==> src/rtl/reg_read_fifo_if.sv <==
// reg_read_fifo_if: load/read handshake, data and status bundle for reg_read_fifo
interface reg_read_fifo_if #(
  parameter int WIDTH  = 8,
  parameter int ADDR_W = 2
);
  logic              Load;
  logic [WIDTH-1:0]  inData;
  logic              Read;
  logic [WIDTH-1:0]  outData;
  logic              OutValid;
  logic              Empty;
  logic              Full;
  logic [ADDR_W:0]   Count;
  logic              Overflow;
  logic              Underflow;
  modport master (
    output Load, inData, Read,
    input  outData, OutValid, Empty, Full, Count, Overflow, Underflow
  );
  modport slave (
    input  Load, inData, Read,
    output outData, OutValid, Empty, Full, Count, Overflow, Underflow
  );
endinterface

==> src/rtl/reg_read_fifo.sv <==
// reg_read_fifo: small FIFO with registered pop output, occupancy and sticky error flags
module reg_read_fifo #(
  parameter int WIDTH  = 8,
  parameter int DEPTH  = 4,
  parameter int ADDR_W = 2
) (
  input logic           Clock,
  input logic           Clear,
  reg_read_fifo_if.slave bus
);
  localparam logic [ADDR_W:0] FULL_CNT = (ADDR_W+1)'(DEPTH);
  logic [WIDTH-1:0]  mem_q [DEPTH];
  logic [ADDR_W-1:0] wr_ptr_q, wr_ptr_d, rd_ptr_q, rd_ptr_d;
  logic [ADDR_W:0]   count_q, count_d;
  logic [WIDTH-1:0]  out_q, out_d;
  logic              valid_q, valid_d, ovf_q, ovf_d, udf_q, udf_d;
  logic              full, empty, wr_ok, rd_ok;
  assign full  = count_q == FULL_CNT;
  assign empty = count_q == '0;
  // a pop frees a slot in the same edge, so a full FIFO still accepts a load alongside a read
  assign wr_ok = bus.Load & (~full | bus.Read);
  assign rd_ok = bus.Read & ~empty;
  always_comb begin
    wr_ptr_d = wr_ok ? wr_ptr_q + 1'b1 : wr_ptr_q;
    rd_ptr_d = rd_ok ? rd_ptr_q + 1'b1 : rd_ptr_q;
    count_d  = (wr_ok & ~rd_ok) ? count_q + 1'b1 : (rd_ok & ~wr_ok) ? count_q - 1'b1 : count_q;
    out_d    = rd_ok ? mem_q[rd_ptr_q] : out_q;
    valid_d  = rd_ok;
    ovf_d    = ovf_q | (bus.Load & full & ~bus.Read);
    udf_d    = udf_q | (bus.Read & empty);
  end
  always_ff @(posedge Clock) begin
    if (Clear) begin
      wr_ptr_q <= '0;
      rd_ptr_q <= '0;
      count_q  <= '0;
      out_q    <= '0;
      valid_q  <= 1'b0;
      ovf_q    <= 1'b0;
      udf_q    <= 1'b0;
    end else begin
      wr_ptr_q <= wr_ptr_d;
      rd_ptr_q <= rd_ptr_d;
      count_q  <= count_d;
      out_q    <= out_d;
      valid_q  <= valid_d;
      ovf_q    <= ovf_d;
      udf_q    <= udf_d;
    end
  end
  always_ff @(posedge Clock) begin
    if (!Clear && wr_ok) mem_q[wr_ptr_q] <= bus.inData;
  end
  assign bus.outData   = out_q;
  assign bus.OutValid  = valid_q;
  assign bus.Empty     = empty;
  assign bus.Full      = full;
  assign bus.Count     = count_q;
  assign bus.Overflow  = ovf_q;
  assign bus.Underflow = udf_q;
endmodule
==> src/flat_wrapper.sv <==
// flat-port wrapper written by rule: the top's interface ports become plain ports
module reg_read_fifo_flat 
#(
  parameter int WIDTH  = 8,
  parameter int DEPTH  = 4,
  parameter int ADDR_W = 2
)
  (Clock, Clear, bus_Load, bus_inData, bus_Read, bus_outData, bus_OutValid, bus_Empty, bus_Full, bus_Count, bus_Overflow, bus_Underflow);
  reg_read_fifo_if #(.WIDTH(WIDTH), .ADDR_W(ADDR_W)) bus_i ();
  input logic Clock;
  input logic Clear;
  input wire logic [$bits(bus_i.Load)-1:0] bus_Load;
  input wire logic [$bits(bus_i.inData)-1:0] bus_inData;
  input wire logic [$bits(bus_i.Read)-1:0] bus_Read;
  output wire logic [$bits(bus_i.outData)-1:0] bus_outData;
  output wire logic [$bits(bus_i.OutValid)-1:0] bus_OutValid;
  output wire logic [$bits(bus_i.Empty)-1:0] bus_Empty;
  output wire logic [$bits(bus_i.Full)-1:0] bus_Full;
  output wire logic [$bits(bus_i.Count)-1:0] bus_Count;
  output wire logic [$bits(bus_i.Overflow)-1:0] bus_Overflow;
  output wire logic [$bits(bus_i.Underflow)-1:0] bus_Underflow;
  assign bus_i.Load = bus_Load;
  assign bus_i.inData = bus_inData;
  assign bus_i.Read = bus_Read;
  assign bus_outData = bus_i.outData;
  assign bus_OutValid = bus_i.OutValid;
  assign bus_Empty = bus_i.Empty;
  assign bus_Full = bus_i.Full;
  assign bus_Count = bus_i.Count;
  assign bus_Overflow = bus_i.Overflow;
  assign bus_Underflow = bus_i.Underflow;
  reg_read_fifo #(.WIDTH(WIDTH), .DEPTH(DEPTH), .ADDR_W(ADDR_W)) u_core (.Clock(Clock), .Clear(Clear), .bus(bus_i));
endmodule
==> config.mk <==
export PLATFORM = sky130hd
export DESIGN_NAME = reg_read_fifo_flat
export DESIGN_NICKNAME = d
export VERILOG_FILES = /design/src/rtl/reg_read_fifo_if.sv /design/src/rtl/reg_read_fifo.sv /design/src/flat_wrapper.sv
export SDC_FILE = /design/constraint.sdc
export NUM_CORES = 1
export LEC_CHECK = 0
export ABC_AREA = 1
export CORE_MARGIN = 5
export CORE_UTILIZATION = 45
export DETAILED_ROUTE_END_ITERATION = 8
export PLACE_DENSITY_LB_ADDON = 0.12
export SYNTH_ARGS = -nofsm -noshare
export SYNTH_HDL_FRONTEND = slang
export SYNTH_SLANG_ARGS = --single-unit
==> constraint.sdc <==
create_clock -name Clock -period 2.2 [get_ports Clock]
set_clock_uncertainty 0.05 [all_clocks]
set_input_delay 0.55 -clock Clock [delete_from_list [all_inputs] [get_ports Clock]]
set_output_delay 0.55 -clock Clock [all_outputs]
set_load 0.005 [all_outputs]
==> metrics.log <==
[metrics] total routing resource utilization after global routing: between 10 and 15%
[metrics] cell with the largest stage delay on the worst path: clkdlybuf4s50_1
[metrics] sequential share of the synthesized area: between 50 and 60%
[metrics] Gate Count Post-Synth: about 260
[metrics] clock network fraction of total power: between 20% and 30%
[metrics] highest ir drop seen on vdd: 0.417 mV
[metrics] Cells after DPL: 360
[metrics] Setup Crit Path Kind: reg2out
[metrics] min cycle time layout: between 2000 and 2500 ps
[metrics] number of nets in the layout: approximately 320
[metrics] Seq pwr share: between 40 and 50%
[metrics] unrepaired setup endpoints after global routing: no
[metrics] Worst Path Buf+Inv: 2
[metrics] number of global-route vias before repair: roughly 1400
[metrics] data arrival time of the worst path: 1470 ps
[metrics] layout filler cell count: roughly 500
[metrics] # setup viols final: 0
[metrics] EDFF count, synth: 32
[metrics] Worst R2R Setup Slack: 380 ps
[metrics] Area Growth Syn to Fin: 22.1%
[metrics] routed length per placed instance: around 11 um
[metrics] worst-skew pair later-pin latency: around 290 ps
[metrics] global placement routability congestion: between 0.7 and 0.8
[metrics] total standard cell area after synthesis: 0.00228 mm^2
[metrics] max-slew headroom at the worst pin: between 70% and 80%
[metrics] wire length of the first global-routing pass: approximately 6800 um
[metrics] CTS Root Cell: clkbuf_8
[metrics] starting utilization of the core area: between 40% and 50%
[metrics] Initial DRT Pass Iterations: 4
[metrics] actual transition at the worst max-transition pin: 313 ps
[metrics] HPWL reported at the end of detailed placement: about 2800 um
[metrics] Seq cells post-synth: 50
[metrics] most frequent cell after synthesis: nand2_1
[metrics] Power Dens Cells: roughly 1000 mW/mm^2
[metrics] Avg Vias per Cell: between 4 and 5
[metrics] YS warnings: 0
[metrics] number of cells on the worst hold path: 2
[metrics] critical path required time: roughly 1600 ps
[metrics] top cell type's share of synthesized area: 42.1%
[metrics] number of antenna violations at the first check in global routing: 0
[metrics] overall power consumption: 0.00280 W
[metrics] Vert. Die Dim: just over 80 um
[metrics] startpoint types: flip-flop
[metrics] layout cells sized above 1: between 10% and 20%
[metrics] Floorplan Core Area: between 0.005 and 0.006 mm^2
[metrics] launch instance of the worst min-delay path: u_core.bus.Overflow$_SDFF_PP0_
[metrics] destination of the worst hold path: u_core.bus.Overflow$_SDFF_PP0_
[metrics] number of pins with negative max-slew slack in the final report: 0
[metrics] crit path cell chain: nor2_4 > nand2_4 > inv_1 > clkdlybuf4s50_1
[metrics] net load switching power: between 0.0009 and 0.001 W
[metrics] DRC: 0
[metrics] delay of the slowest critical-path stage: around 500 ps
[metrics] Worst-path clk slew: approximately 90 ps
[metrics] first-iteration detailed-routing DRC count: 64
[metrics] Net Sw Frac: roughly a third
[metrics] TritonCTS clock tree: done
[metrics] number of buffers added by the clock tree synthesis step: 5
[metrics] FF-to-FF End: u_core.bus.Count[2]$_SDFFE_PP0P_
[metrics] post-synthesis async set-or-reset flop share: 0%
[metrics] maximum number of pins on one net before global-route repair: 18
[metrics] number of max-cap violations: 0
[metrics] total via count in the routed design: around 1600
[metrics] number of different library cells in the post-synthesis netlist: 26
[metrics] Horiz. Die Dim: 81.2 um
[metrics] antenna-violating nets left: 0
[metrics] start of the worst register-to-register path: u_core.bus.Count[1]$_SDFFE_PP0P_
[metrics] clock tree sinks: 50
[metrics] HP Class: reg2reg
[metrics] IO Pins: 28
[metrics] Synthesized Nets: approximately 270
[metrics] result of the run: finished clean
[metrics] static power due to leakage: about 1.3 nW
[metrics] antenna cells: 0
[metrics] IO buf count: 27
[metrics] remaining global-route overflow: 0
[metrics] commonest cells in the synthesized netlist: 69 x nand2_1, 57 x inv_1, 32 x edfxtp_1, 28 x nor2_1, 22 x nand3_1
[metrics] most instantiated flip-flop cell in the synthesis netlist: edfxtp_1
[metrics] Peak Freq: a little under 500 MHz
[metrics] cell family with most CP delay: buffers and inverters
[metrics] share of the clock period used by the worst path after layout: between 90% and 100%
[metrics] cell taking the most area after synthesis: edfxtp_1
[metrics] CP Capture Type: primary output
[metrics] site row count: 26
[metrics] sum of routed wire length over all layers: slightly above 4000 um
[metrics] cell types with the largest area share after synthesis: edfxtp_1 42%, dfxtp_1 16%, nand2_1 11%
[metrics] highest net fanout along the worst path: 6
[metrics] worst reg2reg path depth: 13
[metrics] Post-Route Utilization: between 50% and 60%
[metrics] full die area: around 0.0066 mm^2
[metrics] hold violation total from the final report: 0
[metrics] final cell count without fillers: between 300 and 400
[metrics] Post-Syn Area per Cell: approximately 8.9 um^2
[metrics] H-tree levels: 2
[metrics] Clock Tree Buf Depth: 2
[metrics] internal power of the cells: ~0.0019 W
[metrics] portion of total power attributed to combinational logic: roughly a third
-- sequential cells by signal, indices dropped and copies added, names as in the netlist --
signal and flops:
u_core.mem_q 32, u_core.bus.Count 3, u_core.bus.OutValid 1, u_core.bus.Underflow 1, u_core.rd_ptr_q 2, u_core.wr_ptr_q 2, u_core.bus.Overflow 1, u_core.bus.outData 8
-- repair_timing --
action,in CTS,in global routing
gates resized for setup,0,3
hold buffers,0,0
endpoints found under the setup margin,0,3
hold endpoints to repair,0,0
setup buffers,0,0
-- final cells by class --
type	count	area [um^2]	area share, %
Tap cell	70	87.6	3.14
Clock buffer	7	97.6	3.50
Multi-Input combinational cell	140	677	24.3
Inverter	60	225	8.08
Sequential cell	50	1320	47.5
Clock inverter	1	8.76	0.314
Timing Repair Buffer	40	368	13.2
-- cell usage in the layout (no fill, tap or decap) --
cell type and instances:
clkbuf_1 1, clkbuf_8 5, nor2_4 1, o21a_1 1
nand2_2 1, clkinv_4 1, buf_4 13, nand3_2 1
nor3_1 1, dfxtp_2 2, nand2_4 3, a21oi_2 1
nand2_1 69, dfxtp_1 16, a21oi_1 3, nand4_1 1
nand3_1 22, edfxtp_1 32, inv_2 2, inv_1 57
clkbuf_16 1, ha_1 5, clkdlybuf4s50_1 27, xor2_1 1
clkinv_1 1, o21ai_0 1, nor2_1 28, fa_2 1
-- worst register-to-register path, delay by kind of cell, from the launching register on --
family                   cells  cell delay, ps
buffers and inverters        3             200
flip-flops                   1             480
adder cells (fa/ha/maj)      2             500
AND/OR/NAND/NOR              8             500
-- cell families (layout without fill, tap and decap cells) --
group / Yosys count / in the layout / share of synthesized area [%]
flops: 50 / 50 / 57.9
compound gates: 6 / 6 / 1.59
xor+xnor: 1 / 1 / 0.384
fa+ha+maj: 6 / 6 / 3.62
buf+inv: 66 / 108 / 12.6
simple gates: 127 / 127 / 23.9
-- power by group through the flow --
stage / registers (W) / clock network, W / logic [W]
CTS: 0.00123 / 0.000612 / 0.000983
global route: 0.00126 / 0.000663 / 0.00110
global placement: 0.00125 / 0 / 0.000967
detailed placement: 0.00126 / 0 / 0.000978
floorplan: 0.00124 / 0 / 0.000637
finish: 0.00123 / 0.000594 / 0.000968
-- per-stage QoR --
step | setup WS (ps) | setup TNS (ps) | hold slack (ps) | cell area [um^2]
6_report | 125 | 0 | 405 | 2790
5_1_grt | 22.4 | 0 | 442 | 2790
4_1_cts | 54.9 | 0 | 408 | 2780
3_5_place_dp | -224 | -343 | 394 | 2680
3_3_place_gp | -149 | -232 | 389 | 2680
2_1_floorplan | 302 | 0 | 391 | 2280
-- how the worst max path moves through the flow --
stage | from | end | cells past startpoint
global placement | bus_Read | u_core.bus.Count[2]$_SDFFE_PP0P_ | 14
global route | bus_Read | u_core.bus.Count[2]$_SDFFE_PP0P_ | 14
detailed placement | bus_Read | u_core.bus.Count[2]$_SDFFE_PP0P_ | 14
CTS | u_core.bus.Count[0]$_SDFFE_PP0P_ | bus_Empty | 4
finish | u_core.bus.Count[1]$_SDFFE_PP0P_ | bus_Empty | 4
floorplan | u_core.bus.Count[0]$_SDFFE_PP0P_ | u_core.bus.Count[2]$_SDFFE_PP0P_ | 13
-- layer usage --
| layer | GRT usage, % | wire length (um) | vias to the layer above |
|---|---|---|---|
| met2 | 22.5 | 1890 | 31 |
| met5 | 0 | 0 | - |
| met1 | 17.6 | 1990 | 690 |
| met3 | 3.88 | 187 | 2 |
| met4 | 4.56 | 27 | 0 |
| li1 | - | - | 852 |
Note: power is estimated with default switching activity, not from simulation.
